===== config.mk =====
export PLATFORM = sky130hd
export DESIGN_NAME = rf_wb_queue_flat
export DESIGN_NICKNAME = d
export VERILOG_FILES = /design/src/rtl/rf_pkg.sv /design/src/rtl/rf_wb_queue_if.sv /design/src/rtl/rf_wb_queue_fwd_lookup.sv /design/src/rtl/rf_wb_queue.sv /design/src/flat_wrapper.sv
export SDC_FILE = /design/constraint.sdc
export NUM_CORES = 1
export LEC_CHECK = 0
export ABC_AREA = 1
export CELL_PAD_IN_SITES_DETAIL_PLACEMENT = 1
export CELL_PAD_IN_SITES_GLOBAL_PLACEMENT = 1
export CORE_MARGIN = 3
export CORE_UTILIZATION = 40
export CTS_CLUSTER_SIZE = 40
export DETAILED_ROUTE_END_ITERATION = 7
export GPL_ROUTABILITY_DRIVEN = 1
export PLACE_DENSITY_LB_ADDON = 0.2
export SLEW_MARGIN = 0
export SYNTH_ARGS = -nofsm -noshare
export SYNTH_HDL_FRONTEND = slang
export SYNTH_HIERARCHICAL = 1
export SYNTH_SLANG_ARGS = --single-unit
export TNS_END_PERCENT = 10

===== constraint.sdc =====
create_clock -name clk -period 2.7 [get_ports clk]
set_input_delay 0.405 -clock clk [delete_from_list [all_inputs] [get_ports clk]]
set_output_delay 0.405 -clock clk [all_outputs]
set_load 0.005 [all_outputs]

===== src/rtl/rf_pkg.sv =====
// Shared register-file package: widths used by the register file and its
// writeback queue, plus a small helper for the queue's occupancy counter.
package rf_pkg;

    localparam int WORD_SIZE = 16;
    localparam int NUM_REG   = 4;
    localparam int ADDR_W    = 2;

    // Occupancy counter must be able to represent DEPTH itself.
    function automatic int count_width(input int depth);
        return $clog2(depth) + 1;
    endfunction

endpackage


===== src/rtl/rf_wb_queue_if.sv =====
// Writeback push channel between the datapath (master) and the writeback
// queue (slave): valid/ready handshake carrying a register address and data.
import rf_pkg::*;

interface rf_wb_queue_if #(
    parameter int ADDR_W    = rf_pkg::ADDR_W,
    parameter int WORD_SIZE = rf_pkg::WORD_SIZE
);
    logic                 wb_valid;
    logic                 wb_ready;
    logic [ADDR_W-1:0]    wb_reg;
    logic [WORD_SIZE-1:0] wb_data;

    modport master (output wb_valid, output wb_reg, output wb_data, input wb_ready);
    modport slave  (input wb_valid, input wb_reg, input wb_data, output wb_ready);
endinterface


===== src/rtl/rf_wb_queue_fwd_lookup.sv =====
// Combinational newest-first match of one read address against the occupied
// entries of the writeback queue. Entries are scanned oldest to newest so the
// last match (closest to tail) wins.
import rf_pkg::*;

module rf_wb_fwd_lookup #(
    parameter int DEPTH     = 4,
    parameter int ADDR_W    = rf_pkg::ADDR_W,
    parameter int WORD_SIZE = rf_pkg::WORD_SIZE,
    parameter int PTR_W     = $clog2(DEPTH),
    parameter int CNT_W     = $clog2(DEPTH) + 1
) (
    input  logic [ADDR_W-1:0]    entry_reg  [DEPTH],
    input  logic [WORD_SIZE-1:0] entry_data [DEPTH],
    input  logic [PTR_W-1:0]     head,
    input  logic [CNT_W-1:0]     count,
    input  logic [ADDR_W-1:0]    lookup_reg,
    output logic                 hit,
    output logic [WORD_SIZE-1:0] data
);

    // Walk from head toward tail; a later (newer) match overrides an older one.
    always_comb begin
        hit  = 1'b0;
        data = '0;
        for (int i = 0; i < DEPTH; i++) begin
            if ((CNT_W'(i) < count) &&
                (entry_reg[head + PTR_W'(i)] == lookup_reg)) begin
                hit  = 1'b1;
                data = entry_data[head + PTR_W'(i)];
            end
        end
    end

endmodule


===== src/rtl/rf_wb_queue.sv =====
// Writeback queue: buffers datapath writebacks, drains one per cycle into the
// register file write port when drain_en is high, and forwards pending data
// to both read-operand paths.
// Optional feature macro: RF_WB_COALESCE_EN -- a push to the same register as
// the newest pending entry overwrites that entry's data instead of allocating.
import rf_pkg::*;

module rf_wb_queue #(
    parameter int DEPTH     = 4,
    parameter int WORD_SIZE = rf_pkg::WORD_SIZE,
    parameter int ADDR_W    = rf_pkg::ADDR_W
) (
    input  logic                     clk,
    input  logic                     reset_n,
    rf_wb_queue_if.slave             wb,
    input  logic                     drain_en,
    output logic                     rf_write,
    output logic [ADDR_W-1:0]        rf_write_register,
    output logic [WORD_SIZE-1:0]     rf_write_data,
    input  logic [ADDR_W-1:0]        lookup_reg1,
    input  logic [ADDR_W-1:0]        lookup_reg2,
    output logic                     fwd_hit1,
    output logic                     fwd_hit2,
    output logic [WORD_SIZE-1:0]     fwd_data1,
    output logic [WORD_SIZE-1:0]     fwd_data2,
    output logic [$clog2(DEPTH):0]   count,
    output logic                     empty,
    output logic                     full
);

    localparam int PTR_W = $clog2(DEPTH);
    localparam int CNT_W = rf_pkg::count_width(DEPTH);
    localparam logic [PTR_W-1:0] PTR_ONE = PTR_W'(1);
    localparam logic [CNT_W-1:0] CNT_ONE = CNT_W'(1);
    localparam logic [CNT_W-1:0] CNT_MAX = CNT_W'(DEPTH);

    logic [PTR_W-1:0]     head_q, head_d;
    logic [PTR_W-1:0]     tail_q, tail_d;
    logic [CNT_W-1:0]     count_q, count_d;
    logic [ADDR_W-1:0]    mem_reg_q  [DEPTH];
    logic [ADDR_W-1:0]    mem_reg_d  [DEPTH];
    logic [WORD_SIZE-1:0] mem_data_q [DEPTH];
    logic [WORD_SIZE-1:0] mem_data_d [DEPTH];

    logic [PTR_W-1:0] newest_idx;
    logic             coalesce_hit;
    logic             push;
    logic             alloc;

    // Status flags, commit port and push acceptance from registered state.
    always_comb begin
        newest_idx        = tail_q - PTR_ONE;
        empty             = (count_q == '0);
        full              = (count_q == CNT_MAX);
        count             = count_q;
        rf_write          = !empty && drain_en;
        rf_write_register = empty ? '0 : mem_reg_q[head_q];
        rf_write_data     = empty ? '0 : mem_data_q[head_q];
`ifdef RF_WB_COALESCE_EN
        // The newest entry cannot be merged into when it is also the head
        // leaving the queue this cycle; that push allocates instead.
        coalesce_hit = wb.wb_valid && !empty &&
                       (wb.wb_reg == mem_reg_q[newest_idx]) &&
                       !(rf_write && (count_q == CNT_ONE));
`else
        coalesce_hit = 1'b0;
`endif
        wb.wb_ready = !full || coalesce_hit;
        push        = wb.wb_valid && wb.wb_ready;
        alloc       = push && !coalesce_hit;
    end

    // Next-state for pointers, occupancy and entry storage.
    always_comb begin
        head_d     = head_q;
        tail_d     = tail_q;
        count_d    = count_q;
        mem_reg_d  = mem_reg_q;
        mem_data_d = mem_data_q;
        if (rf_write) begin
            head_d = head_q + PTR_ONE;
        end
        if (alloc) begin
            tail_d             = tail_q + PTR_ONE;
            mem_reg_d[tail_q]  = wb.wb_reg;
            mem_data_d[tail_q] = wb.wb_data;
        end else if (push) begin
            mem_data_d[newest_idx] = wb.wb_data;
        end
        case ({alloc, rf_write})
            2'b10:   count_d = count_q + CNT_ONE;
            2'b01:   count_d = count_q - CNT_ONE;
            default: count_d = count_q;
        endcase
    end

    // State registers; reset discards all pending entries.
    always_ff @(posedge clk or negedge reset_n) begin
        if (!reset_n) begin
            head_q  <= '0;
            tail_q  <= '0;
            count_q <= '0;
            for (int i = 0; i < DEPTH; i++) begin
                mem_reg_q[i]  <= '0;
                mem_data_q[i] <= '0;
            end
        end else begin
            head_q     <= head_d;
            tail_q     <= tail_d;
            count_q    <= count_d;
            mem_reg_q  <= mem_reg_d;
            mem_data_q <= mem_data_d;
        end
    end

    rf_wb_fwd_lookup #(
        .DEPTH(DEPTH), .ADDR_W(ADDR_W), .WORD_SIZE(WORD_SIZE),
        .PTR_W(PTR_W), .CNT_W(CNT_W)
    ) u_fwd1 (
        .entry_reg(mem_reg_q), .entry_data(mem_data_q),
        .head(head_q), .count(count_q), .lookup_reg(lookup_reg1),
        .hit(fwd_hit1), .data(fwd_data1)
    );

    rf_wb_fwd_lookup #(
        .DEPTH(DEPTH), .ADDR_W(ADDR_W), .WORD_SIZE(WORD_SIZE),
        .PTR_W(PTR_W), .CNT_W(CNT_W)
    ) u_fwd2 (
        .entry_reg(mem_reg_q), .entry_data(mem_data_q),
        .head(head_q), .count(count_q), .lookup_reg(lookup_reg2),
        .hit(fwd_hit2), .data(fwd_data2)
    );

endmodule


===== src/flat_wrapper.sv =====
// flat-port wrapper written by rule: the top's interface ports become plain ports
module rf_wb_queue_flat 
#(
    parameter int DEPTH     = 4,
    parameter int WORD_SIZE = rf_pkg::WORD_SIZE,
    parameter int ADDR_W    = rf_pkg::ADDR_W
)
  (clk, reset_n, drain_en, rf_write, rf_write_register, rf_write_data, lookup_reg1, lookup_reg2, fwd_hit1, fwd_hit2, fwd_data1, fwd_data2, count, empty, full, wb_wb_valid, wb_wb_reg, wb_wb_data, wb_wb_ready);
  rf_wb_queue_if #(.ADDR_W(ADDR_W), .WORD_SIZE(WORD_SIZE)) wb_i ();
  input  logic clk;
  input  logic reset_n;
  input  logic drain_en;
  output logic rf_write;
  output logic [ADDR_W-1:0] rf_write_register;
  output logic [WORD_SIZE-1:0] rf_write_data;
  input  logic [ADDR_W-1:0] lookup_reg1;
  input  logic [ADDR_W-1:0] lookup_reg2;
  output logic fwd_hit1;
  output logic fwd_hit2;
  output logic [WORD_SIZE-1:0] fwd_data1;
  output logic [WORD_SIZE-1:0] fwd_data2;
  output logic [$clog2(DEPTH):0] count;
  output logic empty;
  output logic full;
  input wire logic [$bits(wb_i.wb_valid)-1:0] wb_wb_valid;
  input wire logic [$bits(wb_i.wb_reg)-1:0] wb_wb_reg;
  input wire logic [$bits(wb_i.wb_data)-1:0] wb_wb_data;
  output wire logic [$bits(wb_i.wb_ready)-1:0] wb_wb_ready;
  assign wb_i.wb_valid = wb_wb_valid;
  assign wb_i.wb_reg = wb_wb_reg;
  assign wb_i.wb_data = wb_wb_data;
  assign wb_wb_ready = wb_i.wb_ready;
  rf_wb_queue #(.DEPTH(DEPTH), .WORD_SIZE(WORD_SIZE), .ADDR_W(ADDR_W)) u_core (.clk(clk), .reset_n(reset_n), .wb(wb_i), .drain_en(drain_en), .rf_write(rf_write), .rf_write_register(rf_write_register), .rf_write_data(rf_write_data), .lookup_reg1(lookup_reg1), .lookup_reg2(lookup_reg2), .fwd_hit1(fwd_hit1), .fwd_hit2(fwd_hit2), .fwd_data1(fwd_data1), .fwd_data2(fwd_data2), .count(count), .empty(empty), .full(full));
endmodule

Word level (Yosys, flattened, before mapping)

Index checks and enable logic that the tools add are counted.

Input bits: 26
Register bits: 79
Word-level logic and storage cells: 107
Output and inout port bits: 59

Equal/unequal tests: 11
Reduce and logical (&&, ||, !) cells: 15
$lt $le $gt $ge: 10
Bitwise operators: 5
Muxes and demuxes: 49
Add/sub/neg operators: 6

Operator list:

| kind                                                                         | number |
|---|---|
| 16-bit 2-to-1 mux                                                            | 18 |
| 16-bit binary-select mux with 2-bit select                                   | 4 |
| 64-bit bitwise mux                                                           | 1 |
| 16-bit demux with 2-bit select                                               | 1 |
| 2-bit 2-to-1 mux                                                             | 10 |
| 2-bit binary-select mux with 2-bit select                                    | 4 |
| 2-bit equality test                                                          | 8 |
| 3-bit greater-or-equal comparator, second input constant                     | 5 |
| 2-bit inverter with 3-bit output                                             | 5 |
| 1-bit logical AND                                                            | 11 |
| 8-bit bitwise mux                                                            | 1 |
| 1-bit 2-to-1 mux                                                             | 8 |
| 1-bit by 3-bit less-than comparator with 1-bit output, first input constant  | 2 |
| 2-bit by 3-bit less-than comparator with 1-bit output, first input constant  | 2 |
| 3-bit case mux with 2 select lines                                           | 1 |
| 2-bit by 1-bit adder with 2-bit output, second input constant                | 2 |
| 2-bit adder, second input constant                                           | 2 |
| 2-bit demux with 2-bit select                                                | 1 |
| 3-bit by 1-bit adder with 3-bit output, second input constant                | 1 |
| 3-bit equality test, second input constant                                   | 1 |
| 3-bit zero test                                                              | 1 |
| 3-bit by 1-bit less-than comparator with 1-bit output, second input constant | 1 |
| 3-bit by 1-bit subtractor with 3-bit output, second input constant           | 1 |
| 2-bit by 1-bit equality test with 1-bit output, second input constant        | 1 |
| 3 further kinds                                                              | 4 |

Logic depth before layout (Yosys ltp)

Word-level depth: 10
Gate-level depth with buffers: 13
Mapped depth without buffers: 12

Hierarchy

The synthesis kept the hierarchy.

By module, submodules not included:

| module           | instances | cells each | seq. area each (µm²) | area each (µm²) |
|---|---|---|---|---|
| rf_wb_fwd_lookup | 2         | 543        | 0.0                  | 2452.4 |
| rf_wb_queue      | 1         | 581        | 1976.9               | 4329.2 |

Worst setup path after synthesis

OpenSTA, ideal clock, no wires.

Kind: register to output
From: register u_core.head_q[1]
To: output fwd_data1[10]
Data required time: 2.295 ns
Path buffers: 2
Slack: 0.514 ns
Stages on the path, launching flop included: 13
Data arrival time: 1.781 ns
Cell sequence: dfrtp_1 > inv_2 > nand2_1 > nand2_2 > buf_6 > o21ai_2 > nand2_2 > nand2_4 > nand2_4 > buf_6 > nand2_1 > nand3_1 > a21oi_1

Cells in the longest elaborated chain, start to end: 10
Elaborated cells on any way between the ends: 43
Classes of those cells: add/sub (3); eq/ne (4); mux (28); bitwise (4); reduce/logical (4)

Ends and longest elaborated chain:

| item                                                                                                                       | RTL line                                                   | text |
|---|---|---|
| from (decl)                                                                                                                | rf_wb_queue.sv:37                                          | `logic [PTR_W-1:0] head_q, head_d;` |
| from (signal assigned)                                                                                                     | rf_wb_queue.sv:100                                         | `head_q <= '0;` |
| from (signal assigned)                                                                                                     | rf_wb_queue.sv:108                                         | `head_q <= head_d;` |
| 2-bit by 1-bit adder with 2-bit output / 2-bit inverter with 3-bit output (equally long branches)                          | rf_wb_queue_fwd_lookup.sv:28, rf_wb_queue_fwd_lookup.sv:30 |  |
| 2-bit inverter with 3-bit output (not written as such) / 2-bit binary-select mux with 2-bit select (equally long branches) | rf_wb_queue_fwd_lookup.sv:28, rf_wb_queue_fwd_lookup.sv:30 |  |
| 2-bit binary-select mux with 2-bit select / 2-bit 2-to-1 mux (equally long branches)                                       | rf_wb_queue_fwd_lookup.sv:28                               | `(entry_reg[head + PTR_W'(i)] == lookup_reg)) begin` |
| 2-bit 2-to-1 mux (not written as such)                                                                                     | rf_wb_queue_fwd_lookup.sv:28                               |  |
| 2-bit 2-to-1 mux (not written as such) / 2-bit equality test (equally long branches)                                       | rf_wb_queue_fwd_lookup.sv:28                               |  |
| 2-bit equality test / 1-bit logical AND (equally long branches)                                                            | rf_wb_queue_fwd_lookup.sv:28, rf_wb_queue_fwd_lookup.sv:27 |  |
| 1-bit logical AND / 16-bit 2-to-1 mux (equally long branches)                                                              | rf_wb_queue_fwd_lookup.sv:27                               | `if ((CNT_W'(i) < count) &&` |
| 16-bit 2-to-1 mux (2 in series)                                                                                            | rf_wb_queue_fwd_lookup.sv:27                               |  |
| 16-bit 2-to-1 mux *                                                                                                        | rf_wb_queue_fwd_lookup.sv:27                               |  |
| to (decl)                                                                                                                  | flat_wrapper.sv:20                                         | `output logic [WORD_SIZE-1:0] fwd_data1;` |

Every way passes the cells marked *; elsewhere a longest branch is shown, timed or not. The select of a mux whose other input is x is not followed.

Final worst setup path

From: register u_core.head_q[0]
To: output fwd_data1[5]

The elaborated chain is that of the path after synthesis.

==> metrics.txt <==
failing checks=setup timing; Setup Skew=12.8 ps; vias in the first global route=12300; ys async rst share=100%; Netlist Area Pre-Place=0.00923 mm2; worst rel slew slack=54.3%; core area=0.0222 mm2; Setup WS pre-CTS=-335 ps; worst endpoint required time=2300 ps; RSZ-0062 raised after global routing=true; critical-path maximum fanout=8; register bit total from synthesis=79; count of different cell masters after synthesis=30; number of CTS-inserted buffers=9; design area=0.0127 mm2; Max-Cap Viols=0; fin crit share=113%; largest net degree at the start of global routing=79; layout cells sized above 1=21.5%; endpoints failing setup=38; I/O Buffers=84; net count after synthesis=1699; CTS tree=built; Achievable Freq=0.328 GHz; DR WL/cell=23.9 um; status=complete, but fails checks; die span in y=158 um; worst hold margin=52.3 ps; maximum clock path buffer count=2; die width=158 um; Final Max Slew Viols=0; # IOs=85; Hold WC Path Type=primary input to async pin; Final ANT Viol Nets=0; clk slew on worst S/H paths=70 ps; Antenna Diode Count=0; post-synthesis cell count=1667; startpoint types=register; dpl cell area=0.0112 mm2; final worst path period need=3050 ps; RePlAce Congestion=0.946; drt drc=0; Initial Util=41.5%; row count=54; Synth area leaders=nand2_1 25%, dfrtp_1 21%, o21ai_0 14%, nand3_1 7.5%, nand4_1 7.2%; TritonRoute pass-1 iters=5; via/cell ratio=6.38; clk_lat worst skew=350 ps; first-pass GRT wire length=67300 um; Avg Inst Size Synth=5.54 um2; area delta synth->final=37.5%; H-tree depth=3; CP arrival=2650 ps; initial DRC count=1494; Root Buffer Master=clkbuf_16; kind of critical path=register to output pin; initial antenna violation count=0; Worst R2R Start=u_core/count[0]; DIE AREA=0.0249 mm2; GRT Overall Usage=34.3%; Sink Count=79; leading area contributor after synthesis=nand2_1; Hold Vio Cnt, Final=0; total length of routed wires=50000 um; Post-synth EDFFs=0; register area share after synthesis=21.4%; top cell type's share of synthesized area=24.6%; Setup WS post-layout=-351 ps; Worst setup EP type=output pin; post-DP HPWL=31100 um; YS warnings=6; DR vias=13300; fin nets=1839; Hold Buf Count CTS=0; grt total ovfl=0; ys flop type=dfrtp_1; Worst R2R Path Depth=12; Slew @ Worst Pin=678 ps; Critical path origin=u_core/head_q[0]; fillers=3017
==> layer usage <==
layer	global-route usage (%)	routed length (um)
met5	0	0
met4	11.8	2500
met3	5.52	5140
met2	54.9	22500
met1	47.2	19800
==> registers in the layout, summed over array words and instances (netlist names) <==
register           count
u_core/tail_q          2
u_core/mem_reg_q       8
u_core/count           3
u_core/mem_data_q     64
u_core/head_q          2
==> worst paths after layout <==
kind / end / slack [ps]
min: u_core/mem_data_q[59] / 50
min reg2reg: u_core/tail_q[1] / 550
min in group clk: u_core/tail_q[0] / 430
max: fwd_data1[5] / -350
max reg2reg: u_core/count[2] / 480
max in group asynchronous: u_core/mem_data_q[48] / 1890
==> metrics by stage <==
step,utilization [%],instances,TNS (ps)
2_1_floorplan,-,1667,0
3_3_place_gp,50.4,2030,-5200
3_5_place_dp,50.4,2030,-6880
4_1_cts,53.1,2061,-13200
5_1_grt,57.1,2092,-11470
6_report,57.1,2092,-8990
==> final cells by class <==
cell class	count	area, um2	area share (%)
repair inverters	1	5.00	0.0394
well taps	280	350	2.76
multi-input cells	1302	6650	52.3
flip-flops and latches	79	1980	15.6
clock buffers	10	239	1.88
repair buffers	251	2730	21.5
clock inverters	6	115	0.907
inverters	163	629	4.96
==> cell usage after synthesis (5+ instances only) <==
cell type and count:
buf_2 39, nor3_1 32, nand3_4 5, o21ai_0 260, nand3_1 139, inv_2 10
dfrtp_1 79, nand4_1 107, nor2_1 66, buf_4 9, a21oi_1 54, inv_1 152
nand2_1 604, clkbuf_1 54, ha_1 5, buf_6 10, buf_1 12
==> cell families after synthesis <==
logic type                 count (synthesis)  share of synthesized area (%)
and+or+nand+nor                          971                           46.5
AOI/OAI and AO/OA                        320                           17.5
buffers and inverters                    287                           13.4
DFF                                       79                           21.4
adders and majority gates                  6                          0.894
xor gates and xnor gates                   4                          0.379
==> critical path: stages, from the launching register on <==
cell	delay (ps)
dfrtp_4	590
inv_6	130
buf_6	140
nand2_4	60
nand2_2	130
nand2_2	100
o211ai_1	100
nand3_1	160
nor2_4	210
buf_6	160
buf_4	120
nor2_1	50
a21oi_2	200
clkbuf_2	140
==> what timing repair did <==
action                     in CTS  in global routing
pin swaps                      15                 55
setup buffers                  14                 24
gates cloned                    1                  8
setup endpoints to repair      49                 41
resized for setup              88                256
==> cells in the final DEF, fill, tap and decap left out, types with 6 or more instances in the layout <==
| master | Yosys | layout |
|---|---|---|
| o21ai_0 | 260 | 243 |
| nor3_2 | 0 | 13 |
| inv_1 | 152 | 152 |
| nor2_4 | 4 | 10 |
| clkbuf_16 | 0 | 14 |
| a21oi_2 | 0 | 31 |
| buf_2 | 39 | 19 |
| o21ai_1 | 2 | 15 |
| dfrtp_1 | 79 | 76 |
| nor3_1 | 32 | 19 |
| dlymetal6s2s_1 | 0 | 9 |
| nand2_4 | 4 | 16 |
| inv_2 | 10 | 6 |
| buf_4 | 9 | 89 |
| a21oi_1 | 54 | 23 |
| buf_6 | 10 | 25 |
| nor2_1 | 66 | 51 |
| nand2_1 | 604 | 557 |
| nand4_1 | 107 | 107 |
| nand3_1 | 139 | 117 |
| nand2_2 | 4 | 39 |
| nand3_2 | 0 | 20 |
| clkbuf_2 | 0 | 12 |
| buf_12 | 0 | 42 |
| clkdlybuf4s50_1 | 0 | 31 |
| nand3_4 | 5 | 7 |
| dlygate4sd2_1 | 0 | 12 |
| nor2_2 | 0 | 9 |
Power is not shown: default switching activity piles up to over one toggle a cycle in this logic, so the estimate is an artifact.
